[config.mk]
export PLATFORM = sky130hd
export DESIGN_NAME = sd_card_cmd_responder
export DESIGN_NICKNAME = d
export VERILOG_FILES = /design/src/rtl/sd_card_cmd_responder.sv
export SDC_FILE = /design/constraint.sdc
export NUM_CORES = 1
export LEC_CHECK = 0
export ABC_AREA = 0
export BUFFER_PORTS_ARGS = -buffer_cell sky130_fd_sc_hd__buf_2
export CORE_MARGIN = 1.5
export CORE_UTILIZATION = 35
export CTS_CLUSTER_SIZE = 12
export DETAILED_ROUTE_END_ITERATION = 10
export GPL_ROUTABILITY_DRIVEN = 0
export SYNTH_ARGS = -nofsm -noshare
export SYNTH_HDL_FRONTEND = slang
export SYNTH_SLANG_ARGS = --single-unit
[constraint.sdc]
create_clock -name clk_i -period 5.4 [get_ports clk_i]
set_input_delay 1.08 -clock clk_i [delete_from_list [all_inputs] [get_ports clk_i]]
set_output_delay 1.08 -clock clk_i [all_outputs]
set_load 0.02 [all_outputs]
[src/rtl/sd_card_cmd_responder.sv]
// Card-side SD CMD line engine: receives and checks 48-bit host commands, hands them
// to a back-end, then serializes the back-end's R1/R7-style or R2-style response after NCR.
module sd_card_cmd_responder #(
  parameter int NCR_CYCLES = 2
) (
  input  logic         clk_i,
  input  logic         rst_i,
  input  logic         clk_en_p_i,
  input  logic         clk_en_n_i,
  input  logic         sd_cmd_i,
  output logic         sd_cmd_o,
  output logic         sd_cmd_en_o,
  output logic         cmd_valid_o,
  input  logic         cmd_ready_i,
  output logic [5:0]   cmd_index_o,
  output logic [31:0]  cmd_arg_o,
  output logic         cmd_crc_err_o,
  output logic         cmd_frame_err_o,
  input  logic         rsp_valid_i,
  output logic         rsp_ready_o,
  input  logic [1:0]   rsp_type_i,
  input  logic         rsp_crc_en_i,
  input  logic [5:0]   rsp_index_i,
  input  logic [119:0] rsp_data_i
);

  localparam logic [6:0] LP_NCR = 7'(NCR_CYCLES);

  typedef enum logic [2:0] {
    S_IDLE, S_RX, S_CMD_OUT, S_WAIT_RSP, S_NCR, S_TX
  } state_t;

  state_t r_state, w_next;

  logic [45:0]  r_rx_sr;
  logic [5:0]   r_rx_idx;
  logic [6:0]   r_crc;
  logic [5:0]   r_cmd_index;
  logic [31:0]  r_cmd_arg;
  logic         r_crc_err;
  logic         r_frame_err;
  logic [6:0]   r_ncr;
  logic [135:0] r_tx_sr;
  logic [7:0]   r_tx_cnt;
  logic         r_sd_cmd;
  logic         r_sd_cmd_en;

  logic [46:0]  w_frame;
  logic         w_eval;
  logic         w_frame_bad;
  logic         w_crc_bad;
  logic         w_rsp_go;
  logic [39:0]  w_short_msg;
  logic [6:0]   w_crc_short;
  logic [6:0]   w_crc_long;
  logic [47:0]  w_short_frame;
  logic [135:0] w_long_frame;

  // CRC7, polynomial x^7 + x^3 + 1, one bit per call
  function automatic logic [6:0] f_crc7_step(input logic [6:0] c, input logic b);
    logic fb;
    fb = c[6] ^ b;
    return {c[5:0], 1'b0} ^ (fb ? 7'h09 : 7'h00);
  endfunction

  // Receive path: w_frame is bit46..bit0 once the end bit is on the line
  assign w_frame     = {r_rx_sr, sd_cmd_i};
  assign w_eval      = (r_state == S_RX) && clk_en_p_i && (r_rx_idx == 6'd0);
  assign w_frame_bad = !w_frame[46] || !w_frame[0];
  assign w_crc_bad   = (w_frame[7:1] != r_crc);
  assign w_rsp_go    = (r_state == S_WAIT_RSP) && rsp_valid_i &&
                       ((rsp_type_i == 2'd1) || (rsp_type_i == 2'd2));

  // Response frames are assembled whole at handshake time
  assign w_short_msg = {2'b00, rsp_index_i, rsp_data_i[31:0]};

  always_comb begin
    w_crc_short = '0;
    w_crc_long  = '0;
    for (int i = 39; i >= 0; i--)
      w_crc_short = f_crc7_step(w_crc_short, w_short_msg[i]);
    for (int i = 119; i >= 0; i--)
      w_crc_long = f_crc7_step(w_crc_long, rsp_data_i[i]);
  end

  assign w_short_frame = {w_short_msg, (rsp_crc_en_i ? w_crc_short : 7'h7F), 1'b1};
  assign w_long_frame  = {2'b00, 6'h3F, rsp_data_i, (rsp_crc_en_i ? w_crc_long : 7'h7F), 1'b1};

  always_ff @(posedge clk_i) begin
    if (rst_i) r_state <= S_IDLE;
    else       r_state <= w_next;
  end

  always_comb begin
    w_next = r_state;
    case (r_state)
      S_IDLE:     if (clk_en_p_i && !sd_cmd_i) w_next = S_RX;
      S_RX:       if (w_eval) w_next = (w_frame_bad || w_crc_bad) ? S_IDLE : S_CMD_OUT;
      S_CMD_OUT:  if (cmd_ready_i) w_next = S_WAIT_RSP;
      S_WAIT_RSP: if (rsp_valid_i) w_next = w_rsp_go ? S_NCR : S_IDLE;
      S_NCR:      if (r_ncr == 7'd0) w_next = S_TX;
      S_TX:       if (clk_en_n_i && (r_tx_cnt == 8'd0)) w_next = S_IDLE;
      default:    w_next = S_IDLE;
    endcase
  end

  always_ff @(posedge clk_i) begin
    if (rst_i) begin
      r_rx_sr     <= '0;
      r_rx_idx    <= '0;
      r_crc       <= '0;
      r_cmd_index <= '0;
      r_cmd_arg   <= '0;
      r_crc_err   <= 1'b0;
      r_frame_err <= 1'b0;
      r_ncr       <= '0;
      r_tx_sr     <= '0;
      r_tx_cnt    <= '0;
      r_sd_cmd    <= 1'b1;
      r_sd_cmd_en <= 1'b0;
    end else begin
      // a frame error masks a CRC error on the same frame
      r_crc_err   <= w_eval && !w_frame_bad && w_crc_bad;
      r_frame_err <= w_eval && w_frame_bad;

      if ((r_state == S_IDLE) && clk_en_p_i && !sd_cmd_i) begin
        r_rx_idx <= 6'd46;
        r_crc    <= '0;
      end
      if ((r_state == S_RX) && clk_en_p_i) begin
        r_rx_sr <= {r_rx_sr[44:0], sd_cmd_i};
        if (r_rx_idx >= 6'd8) r_crc <= f_crc7_step(r_crc, sd_cmd_i);
        if (r_rx_idx != 6'd0) r_rx_idx <= r_rx_idx - 6'd1;
      end
      if (w_eval && !w_frame_bad && !w_crc_bad) begin
        r_cmd_index <= w_frame[45:40];
        r_cmd_arg   <= w_frame[39:8];
      end

      if (w_rsp_go) begin
        r_ncr <= LP_NCR;
        if (rsp_type_i == 2'd1) begin
          r_tx_sr  <= {w_short_frame, 88'd0};
          r_tx_cnt <= 8'd48;
        end else begin
          r_tx_sr  <= w_long_frame;
          r_tx_cnt <= 8'd136;
        end
      end else if ((r_state == S_NCR) && clk_en_p_i && (r_ncr != 7'd0)) begin
        r_ncr <= r_ncr - 7'd1;
      end

      // one bit per sd_clk negedge; the enable after the end bit releases the line
      if ((r_state == S_TX) && clk_en_n_i) begin
        if (r_tx_cnt != 8'd0) begin
          r_sd_cmd    <= r_tx_sr[135];
          r_sd_cmd_en <= 1'b1;
          r_tx_sr     <= {r_tx_sr[134:0], 1'b0};
          r_tx_cnt    <= r_tx_cnt - 8'd1;
        end else begin
          r_sd_cmd    <= 1'b1;
          r_sd_cmd_en <= 1'b0;
        end
      end
    end
  end

  assign sd_cmd_o        = r_sd_cmd;
  assign sd_cmd_en_o     = r_sd_cmd_en;
  assign cmd_valid_o     = (r_state == S_CMD_OUT);
  assign rsp_ready_o     = (r_state == S_WAIT_RSP);
  assign cmd_index_o     = r_cmd_index;
  assign cmd_arg_o       = r_cmd_arg;
  assign cmd_crc_err_o   = r_crc_err;
  assign cmd_frame_err_o = r_frame_err;

endmodule

Word-level counts from Yosys, hierarchy flattened
Cells that the tools add are included.
{"block": "op_classes", "n_addsub": 3, "multipliers": 0, "div_mod_pow": 0, "magnitude_cmp": 1, "eq_ne": 14, "shifts": 0, "n_mux": 188, "n_bitwise": 314, "n_reduce_logical": 32}
{"cell": "7-bit by 4-bit bitwise XOR with 7-bit output", "count": 153}
{"cell": "4-bit two-way mux", "count": 159}
{"cell": "136-bit two-way mux", "count": 3}
{"cell": "1-bit bitwise XOR", "count": 151}
{"cell": "134-bit two-way mux", "count": 1}
{"cell": "7-bit two-way mux", "count": 5}
{"cell": "8-bit two-way mux", "count": 4}
{"cell": "3-bit two-way mux", "count": 7}
{"cell": "6-bit two-way mux", "count": 3}
{"cell": "3-bit case mux with 6 select lines", "count": 1}
{"cell": "1-bit logical AND", "count": 15}
{"cell": "6-bit by 4-bit bitwise XOR with 6-bit output", "count": 2}
{"cell": "2-bit inequality test, second input constant", "count": 5}
{"cell": "5-bit by 4-bit bitwise XOR with 5-bit output", "count": 2}
{"cell": "8-bit zero test", "count": 1}
{"cell": "8-bit nonzero test", "count": 1}
{"cell": "8-bit by 1-bit subtractor with 8-bit output, second input constant", "count": 1}
{"cell": "7-bit zero test", "count": 1}
{"cell": "7-bit inequality test", "count": 1}
{"cell": "7-bit nonzero test", "count": 1}
{"cell": "7-bit by 1-bit subtractor with 7-bit output, second input constant", "count": 1}
{"cell": "3-bit by 2-bit == test with 1-bit output, second input constant", "count": 2}
{"cell": "3-bit == test, second input constant", "count": 2}
{"cell": "6-bit by 4-bit greater-or-equal comparator with 1-bit output, second input constant", "count": 1}
{"cell": "16 further kinds", "count": 29}
{"block": "totals", "ff_bits": 255, "latch_bits": 0, "ramBits": 0, "romBits": 0, "input_bits": 136, "memories": 0}

Depth between registers and ports, before layout
{"block": "logic_depth", "ltp_word": 358, "ltp_mapped": 12, "ltp_nobuf": 12}

Worst setup path after synthesis
No wires, ideal clock.
{"block": "synth_timing", "path_type": "input to register", "from": "input port rsp_data_i[118]", "to": "register r_tx_sr[5]", "t_arrival_ns": 5.161, "required_time_ns": 5.264, "slack_ns": 0.103, "stages": 12, "path_buffers": 0, "path_cell_list": "xor3_2 xor3_2 xor3_2 xnor2_4 xnor3_1 xnor3_2 xnor2_4 xnor3_1 xnor3_2 xnor3_1 xnor2_1 o221ai_1"}
{"block": "synth_via", "elab_chain_cells": 180}
{"element": "start: declaration", "line": "24", "source": "input logic [119:0] rsp_data_i"}
{"element": "1-bit bitwise XOR (*)", "line": "62", "source": "fb = c[6] ^ b;"}
{"element": "4-bit two-way mux (*)", "line": "63", "source": "return {c[5:0], 1'b0} ^ (fb ? 7'h09 : 7'h00);"}
{"element": "5-bit by 4-bit bitwise XOR with 5-bit output (*)", "line": "63"}
{"element": "6-bit by 4-bit bitwise XOR with 6-bit output (*)", "line": "63"}
{"element": "7-bit by 4-bit bitwise XOR with 7-bit output (*) (2 in a row)", "line": "63"}
{"element": "1-bit bitwise XOR / 7-bit by 4-bit bitwise XOR with 7-bit output (equally long branches)", "line": "62, 63"}
{"element": "4-bit two-way mux / 7-bit by 4-bit bitwise XOR with 7-bit output (equally long branches)", "line": "63"}
{"element": "7-bit by 4-bit bitwise XOR with 7-bit output (*) (4 in a row)", "line": "63"}
{"element": "[156 not listed]"}
{"element": "1-bit bitwise XOR / 7-bit by 4-bit bitwise XOR with 7-bit output (equally long branches)", "line": "62, 63"}
{"element": "4-bit two-way mux / 7-bit by 4-bit bitwise XOR with 7-bit output (equally long branches)", "line": "63"}
{"element": "7-bit by 4-bit bitwise XOR with 7-bit output (*) (5 in a row)", "line": "63"}
{"element": "7-bit two-way mux (*)", "line": "87", "source": "assign w_long_frame = {2'b00, 6'h3F, rsp_data_i, (rsp_crc_en_i ? w_crc_long : 7'h7F), 1'b1};"}
{"element": "134-bit two-way mux (*)", "line": "142", "source": "if (rsp_type_i == 2'd1) begin"}
{"element": "136-bit two-way mux (*)", "line": "140", "source": "if (w_rsp_go) begin"}
{"element": "136-bit two-way mux", "line": "155", "source": "if (r_tx_cnt != 8'd0) begin"}
{"element": "136-bit two-way mux (*)", "line": "154", "source": "if ((r_state == S_TX) && clk_en_n_i) begin"}
{"element": "end signal: assignment", "line": "143", "source": "r_tx_sr <= {w_short_frame, 88'd0};"}
{"element": "end signal: assignment", "line": "146", "source": "r_tx_sr <= w_long_frame;"}
{"element": "end signal: assignment", "line": "158", "source": "r_tx_sr <= {r_tx_sr[134:0], 1'b0};"}
{"element": "end: declaration", "line": "43", "source": "logic [135:0] r_tx_sr;"}
Every way passes the cells marked *; elsewhere a longest branch is shown, timed or not.
A chain may end at the register's enable or synchronous reset.

Final worst setup path
{"block": "layout_timing", "from": "input port rsp_data_i[118]", "to": "register r_tx_sr[1]"}
{"block": "layout_via", "elab_chain_cells": 182}
{"element": "1-bit bitwise XOR (*)", "line": "62"}
{"element": "4-bit two-way mux (*)", "line": "63"}
{"element": "5-bit by 4-bit bitwise XOR with 5-bit output (*)", "line": "63"}
{"element": "6-bit by 4-bit bitwise XOR with 6-bit output (*)", "line": "63"}
{"element": "7-bit by 4-bit bitwise XOR with 7-bit output (*) (2 in a row)", "line": "63"}
{"element": "1-bit bitwise XOR / 7-bit by 4-bit bitwise XOR with 7-bit output (equally long branches)", "line": "62, 63"}
{"element": "4-bit two-way mux / 7-bit by 4-bit bitwise XOR with 7-bit output (equally long branches)", "line": "63"}
{"element": "7-bit by 4-bit bitwise XOR with 7-bit output (*) (4 in a row)", "line": "63"}
{"element": "[162 not listed]"}
{"element": "1-bit bitwise XOR (*)", "line": "62"}
{"element": "4-bit two-way mux (*)", "line": "63"}
{"element": "7-bit by 4-bit bitwise XOR with 7-bit output (*)", "line": "63"}
{"element": "7-bit two-way mux (*)", "line": "87"}
{"element": "134-bit two-way mux (*)", "line": "142"}
{"element": "136-bit two-way mux (*)", "line": "140"}
{"element": "136-bit two-way mux", "line": "155"}
{"element": "136-bit two-way mux (*)", "line": "154"}
Marked as above.

==> summary.txt <==
STA
  – Clock skew: 0.01513 ns
  – # setup viols final: 0
  – Crit path time final: 5.006 ns
  – Final Cycle Share: 0.9270
  – Hold Fails Final Rpt: 0
  – Slew margin rel.: 0.3506
  – Setup_tns: 0 ns
  – Unrepaired setup endpoints after global routing: false
  – Final Slew Violations: 0
  – Max Clk Rate: 0.1998 GHz
  – Tightest Pin Transition: 0.9741 ns
  – Hold_ws: 0.4506 ns

GRT
  – Busiest grt layer: met2
  – Met2 usage: 0.3073
  – GRT met1 Usage: 0.2331
  – GRT Util Overall: 0.1805
  – Vias in the first global route: 11820
  – Initial antenna violation count: 1
  – Total global routing overflow: 0
  – Global-route wire length before repair: 63520 µm
  – Met3 Usage GRT: 0.03404
  – Largest net degree at the start of global routing: 160

Layout
  – Final std cells w/o fill: 2325
  – Final net count: 1915
  – Layout area overhead: 17.42%
  – Share of layout cells above drive strength 1: 0.1708
  – Final instance area: 17140 µm²
  – Fill cells: 4049

Yosys
  – Library cells used by synthesis: 44
  – Syn nets: 1772
  – Yosys reg bits: 255
  – Async set-reset flop share out of synthesis: 0
  – Top post-synthesis cells by area: dfxtp_1, xnor2_1, xnor3_1, nand2_1, mux2i_1
  – Number of synthesis warnings: 0
  – Sequential fraction of the synthesis area: 0.3497
  – Most frequent cell after synthesis: dfxtp_1
  – Number of synthesized flops with an enable pin: 0
  – Yosys top cell area share: 0.3497
  – Post-Syn Area: 14600 µm²
  – Syn Inst Count: 1630
  – Post-synth top cells: dfxtp_1, nand2_1, xnor2_1
  – Most common flop cell mapped by yosys: dfxtp_1
  – Syn avg cell area: 8.956 µm²
  – Synth area leader: dfxtp_1

Worst setup path
  – CP Launch Type: input pin
  – Critical path data required time: 5.88 ns
  – Worst EP arrival: 5.48 ns
  – R2r setup slk: 2.00 ns
  – Critical path class: in2reg
  – CP endpoint kind: flip-flop
  – CP max FO: 3

Clock network
  – H-tree levels: 1
  – Clock-pin slew on the worst setup and hold paths: 0.06 ns
  – CTS root buf: clkbuf_16
  – Clk_lat worst skew: 0.56 ns
  – CTS tree: yes
  – CTS Buf Count: 31
  – Hold-fix buffers, CTS: 0
  – CTS Sinks: 255
  – Number of post-CTS setup repair buffers: 0
  – Clock tree buffer depth: 3
  – Post-CTS sizing: 0

Floorplan
  – Initial Util: 0.3559
  – Die span in y: 207.2 µm
  – I/O pin count: 180
  – Die Wd: 207.2 µm
  – Core area: 41020 µm²
  – Row cnt: 74
  – Die ar.: 42940 µm²

Placed design
  – Placed Area: 16190 µm²
  – PortBufs: 179
  – DPL Wire Length: 27530 µm
  – DP Cell Count: 2272

Route
  – Vias per std cell: 5.177
  – Antenna-violating nets left: 0
  – Router iterations before antenna repair: 9
  – Routed len/inst: 17.00 µm
  – Routed via count: 12040
  – Routed wire length: 39520 µm
  – Initial DRC Count: 820
  – # DRC: 34

Status
  – Status: complete, but fails checks
  – Failing checks: DRC

Min path
  – Hold WC Path Type: reg2reg

Job
  – Total of max-cap violations: 0
[flip-flops by register name, summed over array words and instances, names as in the netlist, 3 cells and up]
name         cells
r_tx_cnt         8
r_tx_sr        136
cmd_index_o      6
r_rx_idx         6
r_crc            7
r_state          3
r_ncr            7
cmd_arg_o       32
r_rx_sr         46
[final timing paths]
kind | start | end | cells after the start
worst min register to register | r_tx_sr[96] | r_tx_sr[97] | 2
worst max register to register | r_tx_cnt[0] | r_tx_sr[105] | 9
worst max-delay path | rsp_data_i[118] | r_tx_sr[1] | 14
worst min-delay path | r_tx_sr[96] | r_tx_sr[97] | 2
[metrics by stage]
step	setup WS, ns	utilization
CTS	0.4351	0.4178
floorplan	0.1030	-
global route	0.2574	0.4178
finish	0.3941	0.4179
global placement	-0.07015	0.3948
detailed placement	-0.1465	0.3948
[layout make-up]
type / instances / area (µm²) / area share
multi-input cells: 1239 / 9024 / 0.5265
well taps: 532 / 665.6 / 0.03883
flip-flops and latches: 255 / 5105 / 0.2978
repair buffers: 234 / 1353 / 0.07891
clock buffers: 45 / 898.4 / 0.05241
clock inverters: 7 / 47.55 / 0.002774
inverters: 12 / 45.04 / 0.002628
diodes: 1 / 2.502 / 0.0001460
[logic make-up (layout without fill, tap and decap cells)]
family | after synthesis | count (layout) | share of synthesized area
xor gates and xnor gates | 296 | 296 | 0.2458
AOI/OAI and AO/OA | 283 | 283 | 0.1258
muxes | 73 | 73 | 0.05023
and+or+nand+nor | 581 | 581 | 0.1883
adders and majority gates | 6 | 6 | 0.005143
other | 0 | 1 | 0
DFF | 255 | 255 | 0.3497
buffers and inverters | 136 | 298 | 0.03497
[cell usage in the layout, fill, tap and decap left out, drive strengths merged, types with 8 or more instances in the layout]
cell	synthesis	routed
a22oi	8	8
a311oi	10	10
xor2	47	47
o21ai	10	10
nand3b	9	9
a21oi	112	112
xnor2	186	186
a211oi	84	84
o211ai	39	39
nand2	190	190
mux2i	71	71
dfxtp	255	255
nor2	160	160
and3	8	8
nor3b	84	84
nor3	100	100
inv	12	13
xor3	11	11
xnor3	52	52
buf	4	234
clkbuf	120	45
[critical path, stage by stage]
cell	delay [ns]
buf_2	0.12
xor3_2	0.47
xor3_2	0.42
xor3_2	0.52
buf_4	0.19
xnor2_2	0.16
xnor3_1	0.41
xnor3_1	0.39
xor3_1	0.40
xnor3_1	0.37
xnor2_1	0.28
xnor3_1	0.44
a21o_1	0.18
o21ai_0	0.06
[layer usage]
layer  wire length [µm]  vias up
li1                   -     5937
met5                  0        -
met1              17370     5746
met2              18850      295
met4               1091        0
met3               2208       58
Power is left out: the tool's default activity adds up to more than one toggle a clock period on the data nets, which glitch-free logic cannot reach.
